[src/rtl/clk_div_pkg.sv]
// Shared constants, counter type and period clamp for the programmable clock divider.
package clk_div_pkg;

    localparam int CNT_W_DEF   = 28;
    localparam int DIV_DEFAULT = 50_000_000;
    localparam int HI_DEFAULT  = 25_000_000;
    localparam int MIN_DIV     = 2;

    typedef logic [CNT_W_DEF-1:0] cnt_t;

    // A period below two cycles cannot produce both a high and a low phase.
    function automatic cnt_t clamp_div(input cnt_t div);
        return (div < cnt_t'(MIN_DIV)) ? cnt_t'(MIN_DIV) : div;
    endfunction

endpackage

[src/rtl/clk_div_prog_if.sv]
// Control/status bundle of the programmable divider; sync exists only with CLK_DIV_PHASE_ALIGN_EN.
interface clk_div_prog_if #(
    parameter int N_CH  = 2,
    parameter int CNT_W = 28
);
    logic [N_CH-1:0]       en;
    logic [N_CH-1:0]       load;
    logic [N_CH*CNT_W-1:0] div_val;
    logic [N_CH*CNT_W-1:0] hi_val;
    logic [N_CH-1:0]       load_ack;
    logic [N_CH-1:0]       clk_out;
    logic [N_CH-1:0]       tick;
`ifdef CLK_DIV_PHASE_ALIGN_EN
    logic                  sync;

    modport master (output en, load, div_val, hi_val, sync,
                    input  load_ack, clk_out, tick);
    modport slave  (input  en, load, div_val, hi_val, sync,
                    output load_ack, clk_out, tick);
`else
    modport master (output en, load, div_val, hi_val,
                    input  load_ack, clk_out, tick);
    modport slave  (input  en, load, div_val, hi_val,
                    output load_ack, clk_out, tick);
`endif
endinterface

[src/rtl/clk_div_chan.sv]
// One divider channel: counter, shadow/active period and high time, registered outputs.
// With CLK_DIV_PHASE_ALIGN_EN defined, a sync input forces a wrap on an enabled channel.
module clk_div_chan #(
    parameter int CNT_W       = clk_div_pkg::CNT_W_DEF,
    parameter int DIV_DEFAULT = clk_div_pkg::DIV_DEFAULT,
    parameter int HI_DEFAULT  = clk_div_pkg::HI_DEFAULT
) (
    input  logic             clk_in,
    input  logic             rst_n,
    input  logic             en,
    input  logic             load,
`ifdef CLK_DIV_PHASE_ALIGN_EN
    input  logic             sync,
`endif
    input  logic [CNT_W-1:0] div_in,
    input  logic [CNT_W-1:0] hi_in,
    output logic             load_ack,
    output logic             clk_out,
    output logic             tick
);
    import clk_div_pkg::*;

    localparam logic [CNT_W-1:0] CNT_ONE = CNT_W'(1);

    logic [CNT_W-1:0] p_act_reg, h_act_reg, p_sh_reg, h_sh_reg, cnt_reg;
    logic             pending_reg, clk_out_reg, tick_reg, load_ack_reg;
    logic [CNT_W-1:0] p_new, h_new, cnt_inc, div_clamped;
    logic             wrap, apply;

    assign p_new       = pending_reg ? p_sh_reg : p_act_reg;
    assign h_new       = pending_reg ? h_sh_reg : h_act_reg;
    assign cnt_inc     = cnt_reg + CNT_ONE;
    assign div_clamped = CNT_W'(clamp_div(cnt_t'(div_in)));

`ifdef CLK_DIV_PHASE_ALIGN_EN
    assign wrap = en && (sync || (cnt_reg == p_act_reg - CNT_ONE));
`else
    assign wrap = en && (cnt_reg == p_act_reg - CNT_ONE);
`endif
    // New settings only land on a period boundary (or while idle), so no period is cut short.
    assign apply = pending_reg && (wrap || !en);

    always_ff @(posedge clk_in or negedge rst_n) begin
        if (!rst_n) begin
            p_act_reg    <= CNT_W'(DIV_DEFAULT);
            h_act_reg    <= CNT_W'(HI_DEFAULT);
            p_sh_reg     <= CNT_W'(DIV_DEFAULT);
            h_sh_reg     <= CNT_W'(HI_DEFAULT);
            cnt_reg      <= CNT_W'(DIV_DEFAULT - 1);
            pending_reg  <= 1'b0;
            clk_out_reg  <= 1'b0;
            tick_reg     <= 1'b0;
            load_ack_reg <= 1'b0;
        end else begin
            load_ack_reg <= apply;
            if (apply) begin
                p_act_reg <= p_sh_reg;
                h_act_reg <= h_sh_reg;
            end
            if (load) begin
                p_sh_reg <= div_clamped;
                h_sh_reg <= hi_in;
            end
            pending_reg <= load || (pending_reg && !apply);

            // Parking at P-1 while idle makes the first enabled edge a wrap.
            if (!en) begin
                cnt_reg     <= p_new - CNT_ONE;
                clk_out_reg <= 1'b0;
                tick_reg    <= 1'b0;
            end else if (wrap) begin
                cnt_reg     <= '0;
                tick_reg    <= 1'b1;
                clk_out_reg <= (h_new != '0);
            end else begin
                cnt_reg     <= cnt_inc;
                tick_reg    <= 1'b0;
                clk_out_reg <= (cnt_inc < h_act_reg);
            end
        end
    end

    assign load_ack = load_ack_reg;
    assign clk_out  = clk_out_reg;
    assign tick     = tick_reg;

endmodule

[src/rtl/clk_div_prog.sv]
// Multi-channel programmable clock/tick generator: one clk_div_chan per channel on a sliced bus.
// CLK_DIV_PHASE_ALIGN_EN adds a shared sync input that phase-aligns all enabled channels.
module clk_div_prog #(
    parameter int N_CH        = 2,
    parameter int CNT_W       = clk_div_pkg::CNT_W_DEF,
    parameter int DIV_DEFAULT = clk_div_pkg::DIV_DEFAULT,
    parameter int HI_DEFAULT  = clk_div_pkg::HI_DEFAULT
) (
    input  logic          clk_in,
    input  logic          rst_n,
    clk_div_prog_if.slave bus
);
    logic [N_CH-1:0] load_ack_vec, clk_out_vec, tick_vec;

    for (genvar gi = 0; gi < N_CH; gi++) begin : g_ch
        clk_div_chan #(
            .CNT_W       (CNT_W),
            .DIV_DEFAULT (DIV_DEFAULT),
            .HI_DEFAULT  (HI_DEFAULT)
        ) u_chan (
            .clk_in   (clk_in),
            .rst_n    (rst_n),
            .en       (bus.en[gi]),
            .load     (bus.load[gi]),
`ifdef CLK_DIV_PHASE_ALIGN_EN
            .sync     (bus.sync),
`endif
            .div_in   (bus.div_val[gi*CNT_W +: CNT_W]),
            .hi_in    (bus.hi_val[gi*CNT_W +: CNT_W]),
            .load_ack (load_ack_vec[gi]),
            .clk_out  (clk_out_vec[gi]),
            .tick     (tick_vec[gi])
        );
    end

    assign bus.load_ack = load_ack_vec;
    assign bus.clk_out  = clk_out_vec;
    assign bus.tick     = tick_vec;

endmodule

[src/flat_wrapper.sv]
// flat-port wrapper written by rule: the top's interface ports become plain ports
module clk_div_prog_flat 
#(
    parameter int N_CH        = 2,
    parameter int CNT_W       = clk_div_pkg::CNT_W_DEF,
    parameter int DIV_DEFAULT = clk_div_pkg::DIV_DEFAULT,
    parameter int HI_DEFAULT  = clk_div_pkg::HI_DEFAULT
)
  (clk_in, rst_n, bus_en, bus_load, bus_div_val, bus_hi_val, bus_load_ack, bus_clk_out, bus_tick);
  clk_div_prog_if #(.N_CH(N_CH), .CNT_W(CNT_W)) bus_i ();
  input  logic clk_in;
  input  logic rst_n;
  input wire logic [$bits(bus_i.en)-1:0] bus_en;
  input wire logic [$bits(bus_i.load)-1:0] bus_load;
  input wire logic [$bits(bus_i.div_val)-1:0] bus_div_val;
  input wire logic [$bits(bus_i.hi_val)-1:0] bus_hi_val;
  output wire logic [$bits(bus_i.load_ack)-1:0] bus_load_ack;
  output wire logic [$bits(bus_i.clk_out)-1:0] bus_clk_out;
  output wire logic [$bits(bus_i.tick)-1:0] bus_tick;
  assign bus_i.en = bus_en;
  assign bus_i.load = bus_load;
  assign bus_i.div_val = bus_div_val;
  assign bus_i.hi_val = bus_hi_val;
  assign bus_load_ack = bus_i.load_ack;
  assign bus_clk_out = bus_i.clk_out;
  assign bus_tick = bus_i.tick;
  clk_div_prog #(.N_CH(N_CH), .CNT_W(CNT_W), .DIV_DEFAULT(DIV_DEFAULT), .HI_DEFAULT(HI_DEFAULT)) u_core (.clk_in(clk_in), .rst_n(rst_n), .bus(bus_i));
endmodule
[config.mk]
export PLATFORM = sky130hd
export DESIGN_NAME = clk_div_prog_flat
export DESIGN_NICKNAME = d
export VERILOG_FILES = /design/src/rtl/clk_div_pkg.sv /design/src/rtl/clk_div_prog_if.sv /design/src/rtl/clk_div_chan.sv /design/src/rtl/clk_div_prog.sv /design/src/flat_wrapper.sv
export SDC_FILE = /design/constraint.sdc
export NUM_CORES = 1
export LEC_CHECK = 0
export CAP_MARGIN = 20
export CORE_ASPECT_RATIO = 1.5
export CORE_UTILIZATION = 45
export DETAILED_ROUTE_END_ITERATION = 7
export GPL_ROUTABILITY_DRIVEN = 0
export PLACE_DENSITY = 0.66
export SYNTH_ARGS = -nofsm -noshare
export SYNTH_HDL_FRONTEND = slang
export SYNTH_SLANG_ARGS = --single-unit
[constraint.sdc]
create_clock -name clk_in -period 4.5 [get_ports clk_in]
set_input_delay 0.9 -clock clk_in [delete_from_list [all_inputs] [get_ports clk_in]]
set_output_delay 0.9 -clock clk_in [all_outputs]
set_load 0.005 [all_outputs]
==> impl_table.tex <==
\begin{tabular}{lr}
\hline
Metric & Value \\
\hline
\multicolumn{2}{l}{\textbf{Drt}} \\
\quad Detail-routed net length per standard cell & 19.9 µm \\
\quad Iter 0 DRT Violations & 607 \\
\quad Drt via density & approximately 5.7 \\
\quad Detail Route Antenna Nets & 0 \\
\quad WL final & $\sim$45000 µm \\
\quad Drt first pass iters & 5 \\
\quad DRC violations left & 0 \\
\quad Routed via count & between 10000 and 15000 \\
\multicolumn{2}{l}{\textbf{Global routing}} \\
\quad First-pass GRT wire length & 71800 µm \\
\quad Pin count of the biggest net entering global routing & 104 \\
\quad Initial antenna violation count & 0 \\
\quad Overall global routing resource usage & 0.232 \\
\quad Global-route congestion overflow total & 0 \\
\quad Vias in the first global route & approximately 14000 \\
\multicolumn{2}{l}{\textbf{Synthesis}} \\
\quad Cell count after synthesis & 1634 \\
\quad Sequential share of the synthesized area & 0.426 \\
\quad Summed instance area of the synthesized netlist & approximately 17000 µm² \\
\quad Cell type contributing the most total cell area after synthesis & sky130\_fd\_sc\_hd\_\_dfrtp\_1 \\
\quad Top\_reg\_cell synth & sky130\_fd\_sc\_hd\_\_dfrtp\_1 \\
\quad Area share of and/or/nand/nor cells after synthesis & 0.148 \\
\quad Post-Syn Nets & 1812 \\
\quad Synth top cells by count & sky130\_fd\_sc\_hd\_\_mux2\_2 (162), sky130\_fd\_sc\_hd\_\_dfrtp\_1 (156), sky130\_fd\_sc\_hd\_\_dfstp\_2 (132), sky130\_fd\_sc\_hd\_\_xnor2\_1 (108), sky130\_fd\_sc\_hd\_\_nand2\_1 (101) \\
\quad Xor and xnor area share after synthesis & 0.0870 \\
\quad Most frequent cell after synthesis & sky130\_fd\_sc\_hd\_\_mux2\_2 \\
\quad Cell types with the largest area share after synthesis & sky130\_fd\_sc\_hd\_\_dfrtp\_1 (23\%), sky130\_fd\_sc\_hd\_\_dfstp\_2 (20\%), sky130\_fd\_sc\_hd\_\_mux2\_2 (11\%) \\
\quad Adder-cell share of the synthesized area & 0.0434 \\
\quad Yosys top cell area share & 0.226 \\
\quad Ys Warns & 0 \\
\quad Area fraction in compound gates after synthesis & 0.0800 \\
\quad Async set-or-reset flop fraction in the synthesized netlist & 1.00 \\
\quad Dominant combinational cell family by area after synthesis & multiplexers \\
\quad Post-synth EDFFs & 0 \\
\quad Average cell area after synthesis & between 10 and 15 µm² \\
\quad Fraction of synthesized area in multiplexers & 0.176 \\
\quad Synth unique cells & 75 \\
\quad Flops \& latches, synth & 288 \\
\multicolumn{2}{l}{\textbf{Clock tree}} \\
\quad Num Clock Sinks & between 200 and 300 \\
\quad CTS Hold Buffers Added & 0 \\
\quad Inserted Clock Buffers & 30 \\
\quad Clock slew seen by the registers of the worst setup and hold paths & 0.06 ns \\
\quad Quantity of gates resized following cts & 0 \\
\quad Number of H-tree branching levels & 1 \\
\quad Root Driver & sky130\_fd\_sc\_hd\_\_clkbuf\_16 \\
\quad Post CTS Setup Buffer Count & 0 \\
\quad Max Root-Sink Buffers & 3 \\
\quad CTS tree & done \\
\quad Clk Latency, worst-skew pair & 0.57 ns \\
\multicolumn{2}{l}{\textbf{Finish}} \\
\quad Final nets & between 1500 and 2000 \\
\quad Number of fillers in the final layout & 3360 \\
\quad Post-layout instance area & 20000 µm² \\
\quad Final non-filler cell total & 2240 \\
\quad Finished Core Util & 0.531 \\
\quad Proportion of layout cells with a drive suffix above 1 & 0.231 \\
\quad Number of antenna diodes & 0 \\
\quad Syn-to-layout area delta & 15.8\% \\
\multicolumn{2}{l}{\textbf{Critical path}} \\
\quad List of cells traversed by the critical path & inv\_1 -> ha\_1 -> or4b\_2 -> nor3\_2 -> o2111a\_1 -> o21ai\_0 -> a2111o\_1 -> nor4\_4 -> buf\_4 -> nor2\_1 -> a22o\_1 \\
\quad Crit path buf inv count & 2 \\
\quad Required time at the endpoint of the critical path & slightly below 5 ns \\
\quad Crit Path Class & reg -> reg \\
\quad Worst path slowest cell & sky130\_fd\_sc\_hd\_\_or4b\_2 \\
\quad Data arrival time of the critical path & 4.44 ns \\
\quad Cell family with most CP delay & simple AND/OR/NAND/NOR gates \\
\quad Crit path capture type & flop \\
\quad Worst setup SP type & flop \\
\quad Worst-path maximum fanout & 25 \\
\quad Largest stage delay, worst path & 0.66 ns \\
\multicolumn{2}{l}{\textbf{Floorplan}} \\
\quad Core Box Area & 37800 µm² \\
\quad Ports placed on the boundary & 124 \\
\quad Row cnt & 87 \\
\quad Width of the die & 162 µm \\
\quad Die Ht & 242 µm \\
\quad Initial cell density of the core & 0.458 \\
\quad Die Footprint & around 40000 µm² \\
\multicolumn{2}{l}{\textbf{Power and ir drop}} \\
\quad Standby leakage power & around 8.1 nW \\
\quad Pwr Density & 423 nW/µm² \\
\quad Final total power & $\sim$8.5 mW \\
\quad Maximum vdd ir drop & 0.318 mV \\
\multicolumn{2}{l}{\textbf{Timing}} \\
\quad Final Hold Vio Count & 0 \\
\quad Maximum achievable frequency & between 200 and 300 MHz \\
\quad Max-slew violation count & 0 \\
\quad Tcrit/Tclk final & 0.887 \\
\quad Worst Skew & 0.0103 ns \\
\quad Tightest Pin Transition & about 0.83 ns \\
\quad Min Tclk post-route & 3.99 ns \\
\quad Minimum setup slack in the final design & 0.507 ns \\
\quad Hold WS & 0.369 ns \\
\quad TNS Setup & 0 ns \\
\quad Relative slew slack & 0.445 \\
\quad Unrepaired setup endpoints after global routing & false \\
\quad Final setup vio count & 0 \\
\multicolumn{2}{l}{\textbf{Placed design}} \\
\quad Count of buffers inserted at the top-level ports & 123 \\
\quad Pre-CTS worst setup slack & 0.600 ns \\
\quad Final HPWL from detailed placement & 33900 µm \\
\quad Placed Area & 19000 µm² \\
\quad Placed Cells & 2184 \\
\multicolumn{2}{l}{\textbf{Outcome}} \\
\quad Run status & finished, final reports clean \\
\multicolumn{2}{l}{\textbf{Run}} \\
\quad Max-capacitance violation count & 0 \\
\multicolumn{2}{l}{\textbf{Hold path}} \\
\quad Class of the worst hold path & in -> async \\
\hline
\end{tabular}
-- power by group --
| group | switching [mW] | internal, mW |
|---|---|---|
| registers | 0.564 | 3.15 |
| logic | 1.06 | 1.04 |
| clock network | 1.07 | 1.58 |
-- kinds of logic (layout without fill, tap and decap cells) --
kind of cell,after synthesis,count (layout)
AOI/OAI and AO/OA,204,204
xor gates and xnor gates,172,172
adders and majority gates,60,60
buffers and inverters,164,281
DFF,288,288
muxes,276,276
and+or+nand+nor,470,470
-- path summary, 6_finish.rpt --
kind	startpoint	endpoint	slack [ns]	cells past startpoint
worst max-delay path	u_core.g_ch[1].u_chan.p_act_reg[0]$_DFFE_PN0P_	u_core.g_ch[1].u_chan.cnt_reg[26]$_DFF_PN0_	0.51	11
worst min-delay path	rst_n	u_core.g_ch[0].u_chan.p_act_reg[6]$_DFFE_PN0P_	0.37	1
worst max register to register	u_core.g_ch[1].u_chan.p_act_reg[0]$_DFFE_PN0P_	u_core.g_ch[1].u_chan.cnt_reg[26]$_DFF_PN0_	0.51	11
worst min register to register	u_core.g_ch[1].u_chan.p_sh_reg[18]$_DFFE_PN0P_	u_core.g_ch[1].u_chan.p_act_reg[18]$_DFFE_PN0P_	0.51	1
max in group asynchronous	rst_n	u_core.g_ch[1].u_chan.pending_reg$_DFF_PN0_	3.10	2
min in group clk_in	u_core.g_ch[1].u_chan.p_sh_reg[18]$_DFFE_PN0P_	u_core.g_ch[1].u_chan.p_act_reg[18]$_DFFE_PN0P_	0.51	1
-- layout make-up --
cell class | instances | area, µm² | area share
tap | 489 | 612 | 0.0305
multi-input combinational | 1182 | 9260 | 0.462
sequential | 288 | 7370 | 0.368
clock inverter | 16 | 193 | 0.00961
inverter | 74 | 278 | 0.0139
timing repair buffer | 151 | 1460 | 0.0727
clock buffer | 40 | 870 | 0.0434
-- cell usage in the layout, fill, tap and decap left out, types with 32 or more instances in the layout --
master                            synthesis  routed
sky130_fd_sc_hd__dfstp_2                132     132
sky130_fd_sc_hd__mux2_2                 162     162
sky130_fd_sc_hd__mux2_1                  60      60
sky130_fd_sc_hd__nand4_1                 48      48
sky130_fd_sc_hd__ha_1                    60      60
sky130_fd_sc_hd__nand3_1                 32      32
sky130_fd_sc_hd__xnor2_1                108     108
sky130_fd_sc_hd__nor2_1                  67      67
sky130_fd_sc_hd__xor2_1                  64      64
sky130_fd_sc_hd__nand2_1                101     101
sky130_fd_sc_hd__o22ai_1                 47      47
sky130_fd_sc_hd__inv_1                   74      74
sky130_fd_sc_hd__clkdlybuf4s50_1          0     119
sky130_fd_sc_hd__dfrtp_1                156     154
sky130_fd_sc_hd__nor3_1                  39      39
sky130_fd_sc_hd__o21ai_0                 34      34
sky130_fd_sc_hd__mux2i_1                 54      54
sky130_fd_sc_hd__nor4_1                  54      54
-- metal layers --
layer	up-vias	global-route usage	routed length (µm)
li1	6103	-	-
met1	6279	0.240	16100
met2	310	0.443	24400
met3	125	0.0259	1540
met4	0	0.135	2680
met5	-	0	0
Note: power is estimated with default switching activity, not from simulation.
